[src/rtl/uart_pkg.sv]
// Shared types for the UART transmit path: FSM states, datapath control points
// and bit-period helper. Optional parity is enabled with UART_TX_PARITY_EN.
package uart_pkg;

    typedef enum logic [2:0] {
        IDLE   = 3'd0,
        START  = 3'd1,
        DATA   = 3'd2,
        PARITY = 3'd3,
        STOP   = 3'd4
    } tx_state_t;

    typedef enum logic [2:0] {
        SEL_HOLD = 3'd0,
        SEL_ONE  = 3'd1,
        SEL_ZERO = 3'd2,
        SEL_BIT  = 3'd3,
        SEL_PAR  = 3'd4
    } tx_sel_t;

    typedef struct packed {
        logic    load_shift;
        logic    shift_en;
        logic    clr_count;
        tx_sel_t tx_sel;
    } tx_ctrl_t;

    function automatic int clks_per_bit(input int clk_freq, input int baud_rate);
        return clk_freq / baud_rate;
    endfunction

endpackage

[src/rtl/uart_tx_if.sv]
// Word handshake between a byte source and the UART transmitter.
interface uart_tx_if #(
    parameter int DATA_WIDTH = 8
);
    logic [DATA_WIDTH-1:0] tx_data;
    logic                  tx_valid;
    logic                  tx_ready;

    modport master (output tx_data, output tx_valid, input tx_ready);
    modport slave  (input tx_data, input tx_valid, output tx_ready);
endinterface

[src/rtl/uart_tx_datapath.sv]
// Bit-period counter, bit counter, shift register, parity and tx register.
// Parity generation exists only when UART_TX_PARITY_EN is defined.
module uart_tx_datapath
    import uart_pkg::*;
#(
    parameter int DATA_WIDTH   = 8,
    parameter int CLKS_PER_BIT = 868
) (
    input  logic                  clk,
    input  logic                  rst_n,
    input  tx_ctrl_t              ctrl,
    input  logic [DATA_WIDTH-1:0] data,
    output logic                  tx,
    output logic                  bit_done,
    output logic [3:0]            bit_count
);
    localparam int CW = (CLKS_PER_BIT > 2) ? $clog2(CLKS_PER_BIT) : 1;
    localparam logic [CW-1:0] LAST_CLK = CW'(CLKS_PER_BIT - 1);

    logic [CW-1:0]         clk_cnt_q, clk_cnt_d;
    logic [3:0]            bit_cnt_q, bit_cnt_d;
    logic [DATA_WIDTH-1:0] shift_q, shift_d;
    logic                  tx_q, tx_d;
`ifdef UART_TX_PARITY_EN
    logic                  par_q, par_d;
`endif

    assign bit_done  = (clk_cnt_q == LAST_CLK);
    assign bit_count = bit_cnt_q;
    assign tx        = tx_q;

    always_comb begin
        clk_cnt_d = clk_cnt_q + CW'(1);
        if (ctrl.clr_count || bit_done) begin
            clk_cnt_d = '0;
        end

        bit_cnt_d = bit_cnt_q;
        if (ctrl.clr_count) begin
            bit_cnt_d = '0;
        end else if (ctrl.shift_en) begin
            bit_cnt_d = bit_cnt_q + 4'd1;
        end

        shift_d = shift_q;
        if (ctrl.load_shift) begin
            shift_d = data;
        end else if (ctrl.shift_en) begin
            shift_d = shift_q >> 1;
        end

`ifdef UART_TX_PARITY_EN
        par_d = par_q;
        if (ctrl.load_shift) begin
            par_d = ^data;
        end
`endif

        // SEL_BIT takes the post-shift LSB so DATA drives the next bit
        case (ctrl.tx_sel)
            SEL_ONE:  tx_d = 1'b1;
            SEL_ZERO: tx_d = 1'b0;
            SEL_BIT:  tx_d = shift_d[0];
`ifdef UART_TX_PARITY_EN
            SEL_PAR:  tx_d = par_q;
`endif
            default:  tx_d = tx_q;
        endcase
    end

    always_ff @(posedge clk or negedge rst_n) begin
        if (!rst_n) begin
            clk_cnt_q <= '0;
            bit_cnt_q <= '0;
            shift_q   <= '0;
            tx_q      <= 1'b1;
`ifdef UART_TX_PARITY_EN
            par_q     <= 1'b0;
`endif
        end else begin
            clk_cnt_q <= clk_cnt_d;
            bit_cnt_q <= bit_cnt_d;
            shift_q   <= shift_d;
            tx_q      <= tx_d;
`ifdef UART_TX_PARITY_EN
            par_q     <= par_d;
`endif
        end
    end

endmodule

[src/rtl/uart_tx.sv]
// UART transmitter: start, LSB-first data, optional even parity, stop bits.
// Define UART_TX_PARITY_EN to insert the even-parity bit after the data bits.
module uart_tx
    import uart_pkg::*;
#(
    parameter int CLK_FREQ   = 100_000_000,
    parameter int BAUD_RATE  = 115200,
    parameter int DATA_WIDTH = 8,
    parameter int STOP_BITS  = 1
) (
    input  logic     clock,
    input  logic     reset,
    uart_tx_if.slave bus,
    output logic     tx,
    output logic     tx_busy
);
    localparam int CLKS_PER_BIT = clks_per_bit(CLK_FREQ, BAUD_RATE);
`ifdef UART_TX_PARITY_EN
    localparam int PAR_BITS = 1;
`else
    localparam int PAR_BITS = 0;
`endif
    localparam logic [3:0] LAST_DATA = 4'(DATA_WIDTH - 1);
    localparam logic [3:0] LAST_STOP = 4'(DATA_WIDTH + PAR_BITS + STOP_BITS - 1);

    if (CLKS_PER_BIT < 2) begin : g_bad_cpb
        $error("uart_tx: CLKS_PER_BIT must be at least 2");
    end
    if (DATA_WIDTH < 5 || DATA_WIDTH > 9) begin : g_bad_dw
        $error("uart_tx: DATA_WIDTH must be 5..9");
    end
    if (STOP_BITS < 1 || STOP_BITS > 2) begin : g_bad_stop
        $error("uart_tx: STOP_BITS must be 1 or 2");
    end

    tx_state_t  state_q, state_d;
    logic       ready_q, ready_d;
    logic       busy_q, busy_d;
    tx_ctrl_t   ctrl;
    logic       bit_done;
    logic [3:0] bit_count;

    assign bus.tx_ready = ready_q;
    assign tx_busy      = busy_q;

    always_comb begin
        state_d = state_q;
        ready_d = ready_q;
        busy_d  = busy_q;
        ctrl    = '{load_shift: 1'b0, shift_en: 1'b0,
                    clr_count: 1'b0, tx_sel: SEL_HOLD};
        unique case (state_q)
            IDLE: begin
                if (bus.tx_valid && ready_q) begin
                    ctrl.load_shift = 1'b1;
                    ctrl.clr_count  = 1'b1;
                    ctrl.tx_sel     = SEL_ZERO;
                    ready_d         = 1'b0;
                    busy_d          = 1'b1;
                    state_d         = START;
                end
            end
            START: begin
                if (bit_done) begin
                    ctrl.tx_sel = SEL_BIT;
                    state_d     = DATA;
                end
            end
            DATA: begin
                if (bit_done) begin
                    ctrl.shift_en = 1'b1;
                    if (bit_count == LAST_DATA) begin
`ifdef UART_TX_PARITY_EN
                        ctrl.tx_sel = SEL_PAR;
                        state_d     = PARITY;
`else
                        ctrl.tx_sel = SEL_ONE;
                        state_d     = STOP;
`endif
                    end else begin
                        ctrl.tx_sel = SEL_BIT;
                    end
                end
            end
`ifdef UART_TX_PARITY_EN
            PARITY: begin
                if (bit_done) begin
                    ctrl.shift_en = 1'b1;
                    ctrl.tx_sel   = SEL_ONE;
                    state_d       = STOP;
                end
            end
`endif
            STOP: begin
                // bit_count keeps counting through stop bits to time the frame end
                if (bit_done) begin
                    ctrl.shift_en = 1'b1;
                    if (bit_count == LAST_STOP) begin
                        ready_d = 1'b1;
                        busy_d  = 1'b0;
                        state_d = IDLE;
                    end
                end
            end
            default: begin
                ctrl.tx_sel = SEL_ONE;
                ready_d     = 1'b1;
                busy_d      = 1'b0;
                state_d     = IDLE;
            end
        endcase
    end

    always_ff @(posedge clock or negedge reset) begin
        if (!reset) begin
            state_q <= IDLE;
            ready_q <= 1'b1;
            busy_q  <= 1'b0;
        end else begin
            state_q <= state_d;
            ready_q <= ready_d;
            busy_q  <= busy_d;
        end
    end

    uart_tx_datapath #(
        .DATA_WIDTH   (DATA_WIDTH),
        .CLKS_PER_BIT (CLKS_PER_BIT)
    ) u_datapath (
        .clk       (clock),
        .rst_n     (reset),
        .ctrl      (ctrl),
        .data      (bus.tx_data),
        .tx        (tx),
        .bit_done  (bit_done),
        .bit_count (bit_count)
    );

endmodule

[src/flat_wrapper.sv]
// flat-port wrapper written by rule: the top's interface ports become plain ports
module uart_tx_flat import uart_pkg::*;
#(
    parameter int CLK_FREQ   = 100_000_000,
    parameter int BAUD_RATE  = 115200,
    parameter int DATA_WIDTH = 8,
    parameter int STOP_BITS  = 1
)
  (clock, reset, tx, tx_busy, bus_tx_data, bus_tx_valid, bus_tx_ready);
  uart_tx_if #(.DATA_WIDTH(DATA_WIDTH)) bus_i ();
  input  logic clock;
  input  logic reset;
  output logic tx;
  output logic tx_busy;
  input wire logic [$bits(bus_i.tx_data)-1:0] bus_tx_data;
  input wire logic [$bits(bus_i.tx_valid)-1:0] bus_tx_valid;
  output wire logic [$bits(bus_i.tx_ready)-1:0] bus_tx_ready;
  assign bus_i.tx_data = bus_tx_data;
  assign bus_i.tx_valid = bus_tx_valid;
  assign bus_tx_ready = bus_i.tx_ready;
  uart_tx #(.CLK_FREQ(CLK_FREQ), .BAUD_RATE(BAUD_RATE), .DATA_WIDTH(DATA_WIDTH), .STOP_BITS(STOP_BITS)) u_core (.clock(clock), .reset(reset), .bus(bus_i), .tx(tx), .tx_busy(tx_busy));
endmodule
[config.mk]
export PLATFORM = sky130hd
export DESIGN_NAME = uart_tx_flat
export DESIGN_NICKNAME = d
export VERILOG_FILES = /design/src/rtl/uart_pkg.sv /design/src/rtl/uart_tx_if.sv /design/src/rtl/uart_tx_datapath.sv /design/src/rtl/uart_tx.sv /design/src/flat_wrapper.sv
export SDC_FILE = /design/constraint.sdc
export NUM_CORES = 1
export LEC_CHECK = 0
export CORE_UTILIZATION = 55
export CTS_CLUSTER_SIZE = 28
export DETAILED_ROUTE_END_ITERATION = 10
export HOLD_SLACK_MARGIN = 0.05
export PLACE_DENSITY_LB_ADDON = 0.08
export RECOVER_POWER = 100
export SYNTH_ARGS = -nofsm -noshare
export SYNTH_HDL_FRONTEND = slang
export SYNTH_SLANG_ARGS = --single-unit
[constraint.sdc]
create_clock -name clock -period 3.05 [get_ports clock]
set_clock_uncertainty 0.15 [all_clocks]
set_input_delay 0.915 -clock clock [delete_from_list [all_inputs] [get_ports clock]]
set_output_delay 0.915 -clock clock [all_outputs]
set_load 0.01 [all_outputs]
==> flow_metrics.py <==
metrics = {
    "run_status": {
        "outcome": "completed",
    },
    "global_route": {
        "grt_pass1_vias": 989,
        "track_usage": 0.209,
        "grt_overflow": 0,
        "antenna_found_initial": 0,
        "grt_max_degree": 29,
        "grt_pass1_wl_um": 4320,
    },
    "sta": {
        "slew_headroom": 0.0381,
        "setup_viol": 0,
        "rsz0062_at_grt": "false",
        "post-route-min-period_ns": 2.58,
        "fmax_mhz": 388,
        "setup-tns-final_ns": 0,
        "hold_viol_final": 0,
        "hold-worst-slack_ns": 0.364,
        "tightest_slew_ns": 1.44,
        "period_share": 0.845,
        "maxSlewViolCount": 0,
    },
    "critical_path": {
        "rr_worst_depth": 6,
        "critical_path_class": "flop to flop",
        "critPathLaunchType": "flop",
        "end_kind": "flop",
        "cp_max_fo": 10,
        "arrival_ns": 2.69,
        "r2r_slack_ns": 0.47,
        "reg2reg_from": "u_core.u_datapath.clk_cnt_q[0]$_DFF_PN0_",
        "cp-startpoint": "u_core.u_datapath.clk_cnt_q[0]$_DFF_PN0_",
        "cp.required_ns": 3.16,
        "worstReg2RegEnd": "u_core.u_datapath.tx$_DFFE_PN1P_",
        "crit_end": "u_core.u_datapath.tx$_DFFE_PN1P_",
    },
    "synth": {
        "async_flop_share": 1.00,
        "synth_area_leader_cell": "dfrtp_1",
        "yosysTopAreaCellShare": 0.449,
        "synth_fa_ha_area_frac": 0.0259,
        "yosys.cell_types.count": 42,
        "synth-seq-cells": 28,
        "synth_compound_gate_area_share": 0.113,
        "synth_ff_type": "dfrtp_1",
        "synthMuxAreaShare": 0.0484,
        "synth_top_family_by_area": "simple AND/OR/NAND/NOR gates",
        "synthSimpleGateAreaFrac": 0.227,
        "yosysMostFrequentCell": "dfrtp_1",
        "synth_nets": 158,
        "synthTopCellsByArea": "dfrtp_1 (45%), mux2i_1 (4.8%), nor2_1 (4.7%), dfstp_2 (3.6%), nand2_1 (3.6%)",
        "synthCells": 144,
        "yosys_warnings": 0,
        "synth_xor_area_frac": 0.0665,
        "yosys-top-cells-count": "dfrtp_1 (26), nor2_1 (18), nand2_1 (14), o21ai_0 (9), nand3_1 (8)",
        "syn_area_sq_mm": 0.00145,
        "avgSynthCellArea_sq_um": 10.1,
        "synth_edf_count": 0,
        "ys_seq_area_frac": 0.485,
    },
    "clock_network": {
        "cts_sinks": 28,
        "cts_resized": 0,
        "clk_latency_ns": 0.33,
        "cts_tree": "built",
        "cts_max_path_buffers": 2,
        "postCtsSetupRepairBufs": 0,
        "cts_hold_buf": 0,
        "cts_root_buffer": "clkbuf_4",
        "htreeDepth": 1,
        "clk_pin_slew_ns": 0.15,
        "cts_buffers": 3,
    },
    "layout": {
        "nNetsFinal": 172,
        "drive_gt1_frac": 0.0828,
        "diodes": 0,
        "syn2layout_area_growth_pct": 11.6,
    },
    "place": {
        "gp_congestion": 0.826,
        "hpwl_um": 1770,
        "io_buffer_count": 13,
    },
    "power_and_ir_drop": {
        "powerDensity_mw_per_mm2": 576,
        "power_leakage_uw": 0.000706,
        "ir_drop_v": 0.000398,
    },
    "floorplan": {
        "die_h_um": 53.3,
        "rows": 18,
        "fp.dieW_um": 53.3,
        "ioPinCount": 14,
        "core_area_sq_mm": 0.00248,
        "start_util": 0.585,
        "dieArea_sq_mm": 0.00284,
    },
    "route": {
        "vias_per_cell": 5.64,
        "vias": 1054,
        "wl_um": 2500,
        "antenna_left": 0,
        "first_pass_iters": 4,
        "drt-initial-drc-count": 21,
        "wl_per_cell_um": 13.3,
        "drc": 0,
    },
    "hold_path": {
        "hold_path_class": "flop to flop",
    },
    "flow_run": {
        "maxCapViolCount": 0,
    },
}
[area by class of cell]
cell class,instances,area [sq um]
Fill cell,207,861
Clock buffer,3,22.5
Tap cell,30,37.5
Inverter,4,15.0
Multi-Input combinational cell,106,671
Timing Repair Buffer,15,138
Sequential cell,28,703
Clock inverter,1,30.0
[metrics by stage]
step / setup WS [ns] / total power (uW) / cell area (sq um) / utilization / cells
floorplan: 0.894 / 644 / 1450 / - / 144
global placement: 0.675 / 701 / 1600 / 0.645 / 183
detailed placement: 0.642 / 706 / 1600 / 0.645 / 183
CTS: 0.507 / 953 / 1650 / 0.666 / 187
global route: 0.250 / 985 / 1620 / 0.653 / 187
finish: 0.472 / 931 / 1620 / 0.653 / 187
[critical path: stages (launching register included)]
cell	delay [ns]
dfrtp_1	0.43
ha_1	0.21
or3b_1	0.38
nor4_2	0.53
nand2_2	0.33
o31ai_1	0.35
o21ai_0	0.14
[cells in the final DEF (no fill, tap or decap), drive strengths merged, types with 3 or more instances in the layout]
cell,count
inv,4
and3,3
nor2,18
dlygate4sd3,4
dfrtp,26
nand2,15
nand3,8
a21oi,7
clkbuf,5
o21ai,9
mux2i,7
ha,3
xnor2,5
xor2,6
clkdlybuf4s50,9
nor3,4
[power by group]
| group | internal [uW] | switching [uW] | total [uW] |
|---|---|---|---|
| registers | 443 | 77.0 | 520 |
| logic | 90.9 | 75.8 | 167 |
| clock network | 133 | 112 | 245 |
[registers in the layout (all words and copies together), names as in the netlist]
signal	cells
u_core.u_datapath.clk_cnt_q	10
u_core.u_datapath.shift_q	8
u_core.u_datapath.bit_count	4
u_core.state_q	3
u_core.bus.tx_ready	1
u_core.tx_busy	1
u_core.u_datapath.tx	1
[logic make-up after synthesis]
logic type | Yosys count
adder cells (fa/ha/maj) | 3
buffers and inverters | 10
flip-flops | 28
AO/OA/AOI/OAI | 25
multiplexers | 7
XOR/XNOR | 11
AND/OR/NAND/NOR | 60
[per-layer routing]
metal  track usage  wire length [um]  vias up  share of wire
met3        0.0259                83        2          0.033
met2         0.317              1160       20           0.46
met1         0.301              1240      504           0.50
met4        0.0746                12        0         0.0048
met5             0                 0        -              0
li1              -                 -      528              -
[how the worst min path moves through the flow]
stage	from	endpoint	slack, ns	cells past startpoint
CTS	u_core.u_datapath.clk_cnt_q[0]$_DFF_PN0_	u_core.u_datapath.clk_cnt_q[0]$_DFF_PN0_	0.36	1
floorplan	u_core.u_datapath.clk_cnt_q[0]$_DFF_PN0_	u_core.u_datapath.clk_cnt_q[0]$_DFF_PN0_	0.31	1
global route	u_core.u_datapath.clk_cnt_q[0]$_DFF_PN0_	u_core.u_datapath.clk_cnt_q[0]$_DFF_PN0_	0.40	1
finish	u_core.u_datapath.clk_cnt_q[0]$_DFF_PN0_	u_core.u_datapath.clk_cnt_q[0]$_DFF_PN0_	0.36	1
global placement	u_core.u_datapath.clk_cnt_q[0]$_DFF_PN0_	u_core.u_datapath.clk_cnt_q[0]$_DFF_PN0_	0.33	1
detailed placement	u_core.u_datapath.clk_cnt_q[0]$_DFF_PN0_	u_core.u_datapath.clk_cnt_q[0]$_DFF_PN0_	0.34	1
Power figures use the tool's default switching activity.
